File: config.mk
export PLATFORM = sky130hd
export DESIGN_NAME = dmem_arbiter
export DESIGN_NICKNAME = d
export VERILOG_FILES = /design/src/rtl/dmem_arbiter.sv
export SDC_FILE = /design/constraint.sdc
export NUM_CORES = 1
export LEC_CHECK = 0
export CAP_MARGIN = 5
export CORE_AREA = 2 2 108 110
export CTS_CLUSTER_SIZE = 8
export DETAILED_ROUTE_END_ITERATION = 16
export DIE_AREA = 0 0 110 112
export GPL_ROUTABILITY_DRIVEN = 1
export PLACE_DENSITY = 0.54
export SYNTH_ARGS = -nofsm -noshare
export SYNTH_HDL_FRONTEND = slang
export SYNTH_SLANG_ARGS = --single-unit
File: constraint.sdc
create_clock -name CLK -period 2.6 [get_ports CLK]
set_clock_uncertainty 0.1 [all_clocks]
set_input_delay 0.26 -clock CLK [delete_from_list [all_inputs] [get_ports CLK]]
set_output_delay 0.26 -clock CLK [all_outputs]
set_load 0.02 [all_outputs]
File: src/rtl/dmem_arbiter.sv
// Two-port round-robin arbiter in front of the single-port data RAM.
// Port 0 is the core data port; port 1 is a secondary master such as a loader, DMA or debug.
module dmem_arbiter #(
    parameter int ADDR_W    = 32,
    parameter int DATA_W    = 32,
    parameter int RAM_AW    = 10,
    parameter int MAX_BURST = 4
) (
    input  logic              CLK,
    input  logic              RESET_N,
    input  logic              m0_req,
    input  logic              m0_we,
    input  logic [ADDR_W-1:0] m0_addr,
    input  logic [DATA_W-1:0] m0_wdata,
    output logic              m0_gnt,
    output logic              m0_rvalid,
    output logic [DATA_W-1:0] m0_rdata,
    input  logic              m1_req,
    input  logic              m1_we,
    input  logic [ADDR_W-1:0] m1_addr,
    input  logic [DATA_W-1:0] m1_wdata,
    output logic              m1_gnt,
    output logic              m1_rvalid,
    output logic [DATA_W-1:0] m1_rdata,
    output logic [RAM_AW-1:0] ram_address,
    output logic [DATA_W-1:0] ram_data,
    output logic              ram_wren,
    output logic              ram_wread,
    input  logic [DATA_W-1:0] ram_salida,
    output logic [1:0]        dbg_owner
);

    // Handshake: a requester raises mN_req and holds req/we/addr/wdata stable
    // until mN_gnt is high in the same cycle. The access completes on that
    // rising edge. A granted read returns mN_rvalid with data one cycle later.

    typedef enum logic [1:0] {
        OWN_NONE = 2'd0,
        OWN_P0   = 2'd1,
        OWN_P1   = 2'd2
    } owner_t;

    localparam int CNT_W = $clog2(MAX_BURST + 1);
    localparam logic [CNT_W-1:0] MAX_CNT = CNT_W'(MAX_BURST);

    owner_t           owner_q;
    logic [CNT_W-1:0] burst_cnt_q;
    logic             last_q;    // 0 = port 0 served last, 1 = port 1
    logic             rvalid_q;
    logic             rsel_q;

    owner_t           gnt_owner;
    logic             any_gnt;
    logic             rd_gnt;

    // Grants are forced low during reset so the RAM sees no enables.
    always_comb begin
        m0_gnt = 1'b0;
        m1_gnt = 1'b0;
        if (RESET_N) begin
            if (m0_req && !m1_req) begin
                m0_gnt = 1'b1;
            end else if (m1_req && !m0_req) begin
                m1_gnt = 1'b1;
            end else if (m0_req && m1_req) begin
                if (owner_q == OWN_P0 && burst_cnt_q < MAX_CNT) begin
                    m0_gnt = 1'b1;
                end else if (owner_q == OWN_P1 && burst_cnt_q < MAX_CNT) begin
                    m1_gnt = 1'b1;
                end else if (last_q) begin
                    m0_gnt = 1'b1;
                end else begin
                    m1_gnt = 1'b1;
                end
            end
        end
    end

    assign any_gnt   = m0_gnt | m1_gnt;
    assign gnt_owner = m1_gnt ? OWN_P1 : OWN_P0;
    assign rd_gnt    = (m0_gnt & ~m0_we) | (m1_gnt & ~m1_we);

    always_comb begin
        ram_address = '0;
        ram_data    = '0;
        ram_wren    = 1'b0;
        ram_wread   = 1'b0;
        if (m0_gnt) begin
            ram_address = m0_addr[RAM_AW+1:2];
            ram_data    = m0_wdata;
            ram_wren    = m0_we;
            ram_wread   = ~m0_we;
        end else if (m1_gnt) begin
            ram_address = m1_addr[RAM_AW+1:2];
            ram_data    = m1_wdata;
            ram_wren    = m1_we;
            ram_wread   = ~m1_we;
        end
    end

    always_ff @(posedge CLK or negedge RESET_N) begin
        if (!RESET_N) begin
            owner_q     <= OWN_NONE;
            burst_cnt_q <= '0;
            last_q      <= 1'b1;
            rvalid_q    <= 1'b0;
            rsel_q      <= 1'b0;
        end else begin
            rvalid_q <= rd_gnt;
            if (rd_gnt) begin
                rsel_q <= m1_gnt;
            end
            if (any_gnt) begin
                owner_q <= gnt_owner;
                last_q  <= m1_gnt;
                // Count saturates so a lone requester can stream indefinitely.
                if (owner_q == gnt_owner) begin
                    burst_cnt_q <= (burst_cnt_q < MAX_CNT) ? burst_cnt_q + CNT_W'(1) : MAX_CNT;
                end else begin
                    burst_cnt_q <= CNT_W'(1);
                end
            end else begin
                owner_q     <= OWN_NONE;
                burst_cnt_q <= '0;
            end
        end
    end

    assign m0_rvalid = rvalid_q & ~rsel_q;
    assign m1_rvalid = rvalid_q & rsel_q;
    assign m0_rdata  = m0_rvalid ? ram_salida : '0;
    assign m1_rdata  = m1_rvalid ? ram_salida : '0;
    assign dbg_owner = owner_q;

    // The upper and lower address bits are outside the RAM word range.
    logic unused_addr_bits;
    assign unused_addr_bits = ^{m0_addr[ADDR_W-1:RAM_AW+2], m0_addr[1:0],
                                m1_addr[ADDR_W-1:RAM_AW+2], m1_addr[1:0]};

endmodule

==> impl_metrics.csv, run 1 <==
group,metric,value,unit
yosys,yosysUniqueCellTypes,28,
yosys,avgSynthCellArea,7.81,um2
setup_path,crit_path_start_kind,"flip-flop",
clock_network,cts.clk_slew.worst_paths,0.04,ns
placed_design,pre_cts_slack,-0.0839,ns
floorplan,num_rows,39,
yosys,yosys-top-cells-area,"a22o_1 (29%), and2_1 (15%), and3_1 (15%)",
finish,post-route-util,0.353,
floorplan,die_h,112,um
yosys,synth_ff_type,"dfrtp_1",
clock_network,htree_levels,1,
yosys,synth_area,1350,um2
power,p_leak,1.78,nW
clock_network,clkLatencyLatePin,0.23,ns
route,drt-total-wl,7700,um
setup_path,critical_path.max_stage_delay,0.62,ns
yosys,ys_top_cells_by_count,"a22o_1 (45), and2_1 (33), and3_1 (32)",
finish,drive_above_1_share,0.119,
clock_network,cts-root-buf,"clkbuf_16",
global_routing,grt_pass1_vias,2261,
route,drtIter0Drc,105,
yosys,synth-seq-cells,8,
timing,fin_ws,0.106,ns
hold_path,min_path_type,"input port to async pin",
power,powerDensity,298,nW/um2
yosys,synth_most_common_cell,"a22o_1",
placed_design,gp_congestion,0.738,
finish,multi_input_area,1020,um2
yosys,ys_async_sr_fraction,1.00,
setup_path,crit_type,"flip-flop to output port",
clock_network,cts.sinks,8,
route,drtAntennaViolNets,0,
timing,slew_violations,0,
yosys,synth_top_area_frac,0.292,
timing,hold_violations,0,
run,maxCapViolations,0,
floorplan,dieWidth,110,um
setup_path,crit_buf_inv,2,
status,status,"finished, final reports clean",
global_routing,grt_overflow,0,
route,drt-vias-per-instance,4.10,
timing,tightest_slew,0.453,ns
finish,areaGrowthSynthToFinish,192,%
placed_design,placedCellCount,546,
power,vdd_drop_max,186,uV
finish,n_fill_cell,1201,
setup_path,path_max_fanout,22,
setup_path,r2r-start,"last_q",
yosys,ys_warn_count,0,
yosys,yosysSeqAreaShare,0.149,
setup_path,worstPathCellList,"nand2b_1, a31o_1, a31oi_4, buf_12, clkdlybuf4s50_1",
clock_network,cts_tree,"built",
placed_design,portBuffers,235,
timing,setup_violations,0,
timing,max_clock_freq,401,MHz
timing,holdWs,0.364,ns
global_routing,antenna_found_initial,0,
setup_path,arrival,2.13,ns
global_routing,grtUsageTotal,0.114,
global_routing,grt_max_degree,35,
timing,fin_tns_setup,0,ns
timing,max_slew_margin,0.694,
yosys,synthCells,173,
yosys,synth-edff-count,0,
setup_path,crit_required,2.24,ns
yosys,yosys.area.top_type,"a22o_1",
route,drcViolationCount,0,
floorplan,pin_count,280,
placed_design,dp_hpwl,6250,um
timing,timing.final.crit_share,0.959,
route,first_pass_iters,4,
timing,post-route-min-period,2.49,ns
floorplan,start_util,0.121,
clock_network,cts.hold.buffers_added,0,
floorplan,die_area,12300,um2
setup_path,crit_start,"burst_cnt_q[2]",
yosys,synth.net_count,340,
floorplan,coreArea,11200,um2
finish,nets,579,
timing,rsz0062_at_grt,"no",
global_routing,grt_first_pass_wirelength,11200,um
route,wl_per_cell,13.9,um
clock_network,cts-buffers-inserted,3,
route,vias,2271,
clock_network,cts_buffer_depth,2,
finish,final_cells,554,
finish,regArea,203,um2
setup_path,cp-end-kind,"output port",
finish,diodes,0,
setup_path,cpMaxStageDelayCell,"clkdlybuf4s50_1",
setup_path,critical_path.top_delay_family,"buffers and inverters",
==> final timing paths <==
check                                       to  slack, ns  depth (start not counted)
max in group asynchronous               last_q       1.82                          3
worst max register to register        rvalid_q       1.06                          5
min in group CLK                burst_cnt_q[1]       0.43                          1
worst min-delay path              dbg_owner[0]       0.36                          3
worst min register to register  burst_cnt_q[1]       0.43                          1
worst max-delay path                    m1_gnt       0.11                          5
==> repair_timing <==
item	CTS	global route
gates resized for setup	74	22
setup endpoints to repair	42	22
pin swaps	0	0
gates cloned	2	0
setup buffers	2	0
==> cell usage in the layout (no fill, tap or decap), types with 2 or more instances in the layout <==
cell             count
a31oi_1              2
dlygate4sd2_1       23
nand3b_1             2
bufbuf_16            2
a31oi_4              2
a22o_1              45
and3_1              32
clkdlybuf4s50_1    191
nand2b_1             2
nand2_1              5
dfrtp_1              6
buf_2                9
inv_1                5
buf_12               2
and2_1              33
buf_4               15
o21ai_0              3
a21oi_1              3
clkbuf_2            12
clkbuf_16            3
==> stage by stage <==
stage / power, mW / area (um2)
after detailed placement: 0.938 / 3910
after CTS: 1.20 / 4060
final: 1.17 / 3940
after global routing: 1.24 / 3940
after floorplan: 0.477 / 1350
after global placement: 0.932 / 3910
==> per-layer routing <==
| layer | vias up | routed length (um) | global-route usage |
|---|---|---|---|
| li1 | 1124 | - | - |
| met1 | 1011 | 2800 | 0.124 |
| met2 | 132 | 3960 | 0.215 |
| met3 | 4 | 893 | 0.0340 |
| met4 | 0 | 47 | 0.0186 |
| met5 | - | 0 | 0 |
==> power by group <==
| group | total, mW | internal [mW] | switching (mW) |
|---|---|---|---|
| clock network | 0.268 | 0.205 | 0.0637 |
| logic | 0.758 | 0.410 | 0.348 |
| registers | 0.146 | 0.138 | 0.00862 |
| total | 1.17 | 0.752 | 0.420 |
==> tightest hold or removal path, delay by kind of cell <==
kind                   cells  cell delay, ns
buffers and inverters      3            0.78
==> final cells by class <==
| cell class | count | share of cell area |
|---|---|---|
| multi-input combinational | 140 | 0.260 |
| tap | 143 | 0.0454 |
| clock buffer | 4 | 0.0200 |
| timing repair buffer | 254 | 0.618 |
| inverter | 5 | 0.00476 |
| sequential | 8 | 0.0514 |
==> state kept, by name, summed over array words and instances (netlist names) <==
register and flops:
rvalid_q 1, last_q 1, burst_cnt_q 3, rsel_q 1, dbg_owner 2
==> kinds of logic after synthesis <==
kind of cell | count (synthesis) | share of synthesized area
AOI/OAI and AO/OA | 61 | 0.380
DFF | 8 | 0.149
adders and majority gates | 1 | 0.00926
and+or+nand+nor | 78 | 0.352
buffers and inverters | 25 | 0.110
(Power assumes the default switching activity.)
==> run 2: changes to the inputs <==
==> config.mk (replaced) <==
export PLATFORM = sky130hd
export DESIGN_NAME = dmem_arbiter
export DESIGN_NICKNAME = d
export VERILOG_FILES = /design/src/rtl/dmem_arbiter.sv
export SDC_FILE = /design/constraint.sdc
export NUM_CORES = 1
export LEC_CHECK = 0
export ABC_CLOCK_PERIOD_IN_PS = 2400
export CAP_MARGIN = 5
export CORE_AREA = 2 2 107 109
export CTS_CLUSTER_SIZE = 8
export DETAILED_ROUTE_END_ITERATION = 16
export DIE_AREA = 0 0 109 111
export GPL_ROUTABILITY_DRIVEN = 1
export PLACE_DENSITY = 0.55
export SYNTH_ARGS = -nofsm -noshare
export SYNTH_HDL_FRONTEND = slang
export SYNTH_SLANG_ARGS = --single-unit
==> constraint.sdc (replaced) <==
create_clock -name CLK -period 2.4 [get_ports CLK]
set_clock_uncertainty 0.1 [all_clocks]
set_input_delay 0.24 -clock CLK [delete_from_list [all_inputs] [get_ports CLK]]
set_output_delay 0.24 -clock CLK [all_outputs]
set_load 0.02 [all_outputs]
==> run 2 against run 1 <==
  * Sequential cell count is the same
  * Utilization decreased by 0.68 points
  * Global-route usage barely moved
  * Critical path type unchanged
  * Largest cell class unchanged
  * Largest power group unchanged
==> impl_metrics.csv, run 2 (synthesis results as in run 1) <==
group,metric,value,unit
timing,hold_violations,0,
clock_network,cts-buffers-inserted,3,
placed_design,dp_hpwl,6380,um
power,internal_power,0.798,mW
hold_path,min_path_type,"input port to async pin",
status,status,"finished, final reports clean",
timing,rsz0062_at_grt,"no",
run,maxCapViolations,0,
clock_network,postCtsSetupRepairBufs,0,
power,power.share.sequential,0.128,
power,power_switching,0.451,mW
setup_path,worstRegToRegCells,5,
global_routing,grtUsageTotal,0.114,
route,drt-total-wl,7510,um
finish,diodes,0,
setup_path,critical_path.top_delay_family,"compound AO/OA/AOI/OAI gates",
setup_path,crit_required,2.06,ns
placed_design,placedCellCount,547,
power,vdd_drop_max,175,uV
power,clock_power_share,0.229,
setup_path,critical_path.reg2reg.endpoint,"rvalid_q",
setup_path,crit_buf_inv,2,
power,total_power,1.25,mW
finish,layout_common_cells,"clkdlybuf4s50_1 (189), a22o_1 (45), clkbuf_2 (38), and2_1 (33), and3_1 (32)",
timing,timing.final.crit_share,0.966,
global_routing,grt_overflow,0,
clock_network,clkLatencyLatePin,0.23,ns
timing,slew_violations,0,
power,combPwrFrac,0.644,
finish,top_register,"burst_cnt_q",
timing,tightest_slew,0.398,ns
setup_path,crit_path_start_kind,"flip-flop",
global_routing,grt_first_pass_wirelength,11000,um
finish,areaGrowthSynthToFinish,183,%
setup_path,cpMaxStageDelayCell,"dfrtp_1",
global_routing,grt_max_degree,35,
timing,fin_ws,0.0822,ns
placed_design,portBuffers,235,
route,first_pass_iters,4,
setup_path,r2r-start,"burst_cnt_q[2]",
clock_network,cts_tree,"built",
clock_network,cts_buffer_depth,2,
placed_design,pre_cts_slack,-0.246,ns
power,p_leak,1.69,nW
placed_design,gp_congestion,0.730,
timing,setup_violations,0,
route,wl_per_cell,13.6,um
route,vias,2280,
floorplan,dieWidth,109,um
floorplan,die_area,12100,um2
route,drtIter0Drc,123,
timing,max_slew_margin,0.731,
setup_path,cp-end-kind,"output port",
finish,final_common_cell,"clkdlybuf4s50_1",
floorplan,start_util,0.122,
floorplan,coreArea,11100,um2
timing,max_clock_freq,431,MHz
timing,fin_tns_setup,0,ns
finish,drive_above_1_share,0.154,
clock_network,cts-root-buf,"clkbuf_16",
global_routing,grt_pass1_vias,2103,
finish,nets,576,
clock_network,htree_levels,1,
setup_path,crit_type,"flip-flop to output port",
setup_path,critical_path.max_stage_delay,0.42,ns
power,swShare,0.361,
setup_path,worstPathCellList,"nand2b_1, a31o_1, a31oi_4, buf_12, a22o_1, clkdlybuf4s15_1",
timing,holdWs,0.341,ns
route,drtAntennaViolNets,0,
setup_path,arrival,1.98,ns
route,drcViolationCount,0,
floorplan,die_h,111,um
floorplan,pin_count,280,
setup_path,path_max_fanout,20,
route,drt-vias-per-instance,4.14,
global_routing,antenna_found_initial,0,
power,powerDensity,326,nW/um2
clock_network,cts.hold.buffers_added,0,
setup_path,rrSetupSlack,0.81,ns
timing,post-route-min-period,2.32,ns
finish,final_cells,551,
floorplan,num_rows,39,
clock_network,cts.clk_slew.worst_paths,0.04,ns
clock_network,cts.sinks,8,
finish,largest_reg_flops,3,
run 2: what timing repair did:
action                     CTS  global route
pin swaps                    0             0
gates resized for setup     46            80
setup endpoints to repair   45            43
run 2: final cells by class:
cell class | instances | area (um2)
Fill cell | 1178 | 7250
Multi-Input combinational cell | 140 | 1020
Sequential cell | 8 | 201
Clock buffer | 4 | 78.8
Tap cell | 143 | 179
Timing Repair Buffer | 251 | 2330
Inverter | 5 | 18.8
run 2: power groups by stage:
| stage | logic, mW | clock network [mW] | registers [mW] |
|---|---|---|---|
| detailed placement | 0.864 | 0 | 0.161 |
| global placement | 0.860 | 0 | 0.161 |
| CTS | 0.821 | 0.289 | 0.159 |
| global route | 0.857 | 0.298 | 0.161 |
| floorplan | 0.351 | 0 | 0.167 |
| finish | 0.803 | 0.286 | 0.159 |
run 2: worst max path at each step:
stage | cells past startpoint | from | to
after floorplan | 6 | dbg_owner[1] | ram_address[1]
after global placement | 7 | m1_req | ram_data[28]
after detailed placement | 7 | m1_req | ram_data[28]
after CTS | 6 | last_q | ram_data[29]
after global routing | 6 | burst_cnt_q[2] | ram_data[0]
final | 6 | burst_cnt_q[2] | ram_data[11]
run 2: metal layers:
layer / track usage / part of all wire / up-vias
met4: 0.0205 / 0.0091 / 0
met1: 0.122 / 0.35 / 1016
met3: 0.0335 / 0.13 / 7
met2: 0.217 / 0.51 / 132
li1: - / - / 1125
met5: 0 / 0 / -
run 2: through the flow:
step	area, um2	utilization
after detailed placement	3940	0.356
final	3830	0.346
after floorplan	1350	-
after global placement	3940	0.356
after CTS	3970	0.358
after global routing	3830	0.346
run 2: worst reg2reg max path, delay by kind of cell, from the launching register on:
kind | cells | cell delay, ns
AOI/OAI and AO/OA | 3 | 0.63
and+or+nand+nor | 1 | 0.18
DFF | 1 | 0.42
buffers and inverters | 1 | 0.19
==> run 3: changes to the inputs <==
--- a/config.mk
+++ b/config.mk
@@ -13,6 +13,7 @@
 export DIE_AREA = 0 0 109 111
 export GPL_ROUTABILITY_DRIVEN = 1
 export PLACE_DENSITY = 0.55
+export RECOVER_POWER = 50
 export SYNTH_ARGS = -nofsm -noshare
 export SYNTH_HDL_FRONTEND = slang
 export SYNTH_SLANG_ARGS = --single-unit
==> run 3 against run 2 <==
  * Die area is the same
  * Total power shrank 1.2%
  * Setup slack worse by 0.0056 ns
  * Maximum frequency is 0.24% lower
  * Wire length increased by 0.11%
  * Sequential power hardly changed
  * Hold slack better by 0.093 ns
  * Critical path depth rose by 1
  * Cell count unchanged
  * First-iteration DRC count grew 0.81%
==> impl_metrics.csv, run 3 (synthesis results as in run 1) <==
group,metric,value,unit
hold_path,whs_path_depth,1,
finish,drive_above_1_share,0.147,
floorplan,die_area,12100,um2
global_routing,grt_first_pass_wirelength,11000,um
run,maxCapViolations,0,
finish,nets,576,
power,clock_power_share,0.231,
clock_network,cts_buffer_depth,2,
setup_path,worstPathCellList,"dlygate4sd3_1, nand2_1, a31o_1, a31oi_4, buf_12, a22o_1, clkdlybuf4s15_1",
route,met3_length,947,um
finish,areaGrowthSynthToFinish,182,%
placed_design,pre_cts_slack,-0.246,ns
hold_path,hold-path-endpoint,"burst_cnt_q[1]",
route,first_pass_iters,4,
floorplan,start_util,0.122,
power,swShare,0.364,
floorplan,pin_count,280,
route,met2WireLength,3820,um
global_routing,antenna_found_initial,0,
power,power_switching,0.449,mW
global_routing,grt_max_degree,35,
route,vias,2279,
setup_path,crit_type,"input port to output port",
status,status,"finished, final reports clean",
power,vdd_drop_max,175,uV
setup_path,rrSetupSlack,0.81,ns
route,drt-total-wl,7510,um
global_routing,grt_overflow,0,
timing,setup_violations,0,
route,wl_per_cell,13.6,um
placed_design,portBuffers,235,
setup_path,worstRegToRegCells,5,
timing,tightest_slew,0.535,ns
global_routing,grtUsageTotal,0.114,
placed_design,dp_hpwl,6380,um
clock_network,cts.sinks,8,
timing,post-route-min-period,2.32,ns
setup_path,arrival,1.98,ns
route,dr.max_layer_used,"met4",
floorplan,dieWidth,109,um
timing,holdWs,0.435,ns
clock_network,cts-buffers-inserted,3,
setup_path,r2r-start,"burst_cnt_q[2]",
finish,final_common_cell,"clkdlybuf4s50_1",
setup_path,cp-end-kind,"output port",
power,power.share.sequential,0.129,
setup_path,critical_path.max_stage_delay,0.55,ns
clock_network,htree_levels,1,
setup_path,critical_path.top_delay_family,"buffers and inverters",
hold_path,min_path_type,"flip-flop to flip-flop",
finish,top_register,"burst_cnt_q",
clock_network,postCtsSetupRepairBufs,0,
finish,layout_common_cells,"clkdlybuf4s50_1 (164), a22o_1 (45), clkbuf_2 (39), and2_1 (33), and3_1 (32)",
setup_path,crit_path_start_kind,"input port",
clock_network,cts_resized,46,
floorplan,num_rows,39,
finish,n_fill_cell,1182,
placed_design,placed_area,3940,um2
timing,fin_ws,0.0766,ns
timing,max_clock_freq,430,MHz
power,powerDensity,323,nW/um2
finish,fin_area,3820,um2
route,wl_met1,2680,um
route,drtIter0Drc,124,
timing,rsz0062_at_grt,"no",
clock_network,cts.clk_slew.worst_paths,0.04,ns
finish,largest_reg_flops,3,
placed_design,gp_congestion,0.730,
clock_network,cts-root-buf,"clkbuf_16",
clock_network,clkLatencyLatePin,0.23,ns
route,drcViolationCount,0,
clock_network,cts_tree,"built",
hold_path,min_from,"burst_cnt_q[2]",
timing,hold_violations,0,
global_routing,grt_pass1_vias,2103,
setup_path,crit_required,2.06,ns
route,drt-vias-per-instance,4.14,
route,drtAntennaViolNets,0,
power,internal_power,0.784,mW
timing,timing.final.crit_share,0.968,
setup_path,crit_buf_inv,3,
power,combPwrFrac,0.640,
floorplan,die_h,111,um
power,p_leak,1.76,nW
timing,slew_violations,0,
setup_path,path_max_fanout,20,
clock_network,cts.hold.buffers_added,0,
setup_path,critical_path.reg2reg.endpoint,"rvalid_q",
setup_path,cpMaxStageDelayCell,"dlygate4sd3_1",
finish,diodes,0,
floorplan,coreArea,11100,um2
timing,max_slew_margin,0.643,
==> run 3: cell types whose count changed in the layout (fill, tap and decap cells not counted) <==
cell             before  now
clkbuf_1              1    4
buf_4                13    9
dlygate4sd3_1         0   25
clkdlybuf4s50_1     189  164
clkbuf_2             38   39
==> run 3: stage by stage <==
step	instances	total power, mW	setup TNS [ns]	utilization
final	551	1.23	0	0.345
after CTS	551	1.27	0	0.358
after floorplan	173	0.517	0	-
after detailed placement	547	1.02	-8.81	0.356
after global placement	547	1.02	-8.00	0.356
after global routing	551	1.30	0	0.345
==> run 3: layout make-up <==
type	instances	area, um2	share of cell area
tap	143	179	0.0469
inverter	5	18.8	0.00492
timing repair buffer	251	2310	0.606
sequential	8	201	0.0528
clock buffer	4	78.8	0.0207
multi-input combinational	140	1020	0.269
==> run 3: worst max path at each step <==
stage,start,endpoint,slack [ns],depth (start not counted)
global route,burst_cnt_q[2],ram_data[0],0.0004,6
finish,RESET_N,ram_data[11],0.08,7
global placement,m1_req,ram_data[28],-0.22,7
detailed placement,m1_req,ram_data[28],-0.25,7
floorplan,dbg_owner[1],ram_address[1],0.51,6
CTS,last_q,ram_data[29],0.003,6
==> run 3: worst register-to-register path: stages, from the launching register on <==
cell and delay [ns]:
dfrtp_1 0.42, nand2b_1 0.18, a31o_1 0.26, a31oi_4 0.23, buf_12 0.19, a22o_1 0.14
==> run 3: routing by layer <==
metal,global-route usage,vias to the layer above
met5,0,-
met1,0.122,1015
met3,0.0335,7
met4,0.0205,0
met2,0.217,132
li1,-,1125
==> run 3: power by group through the flow <==
stage | registers (mW) | clock network [mW] | logic [mW]
6_report | 0.159 | 0.285 | 0.789
5_1_grt | 0.161 | 0.298 | 0.843
4_1_cts | 0.159 | 0.289 | 0.821
3_3_place_gp | 0.161 | 0 | 0.860
3_5_place_dp | 0.161 | 0 | 0.864
2_1_floorplan | 0.167 | 0 | 0.351
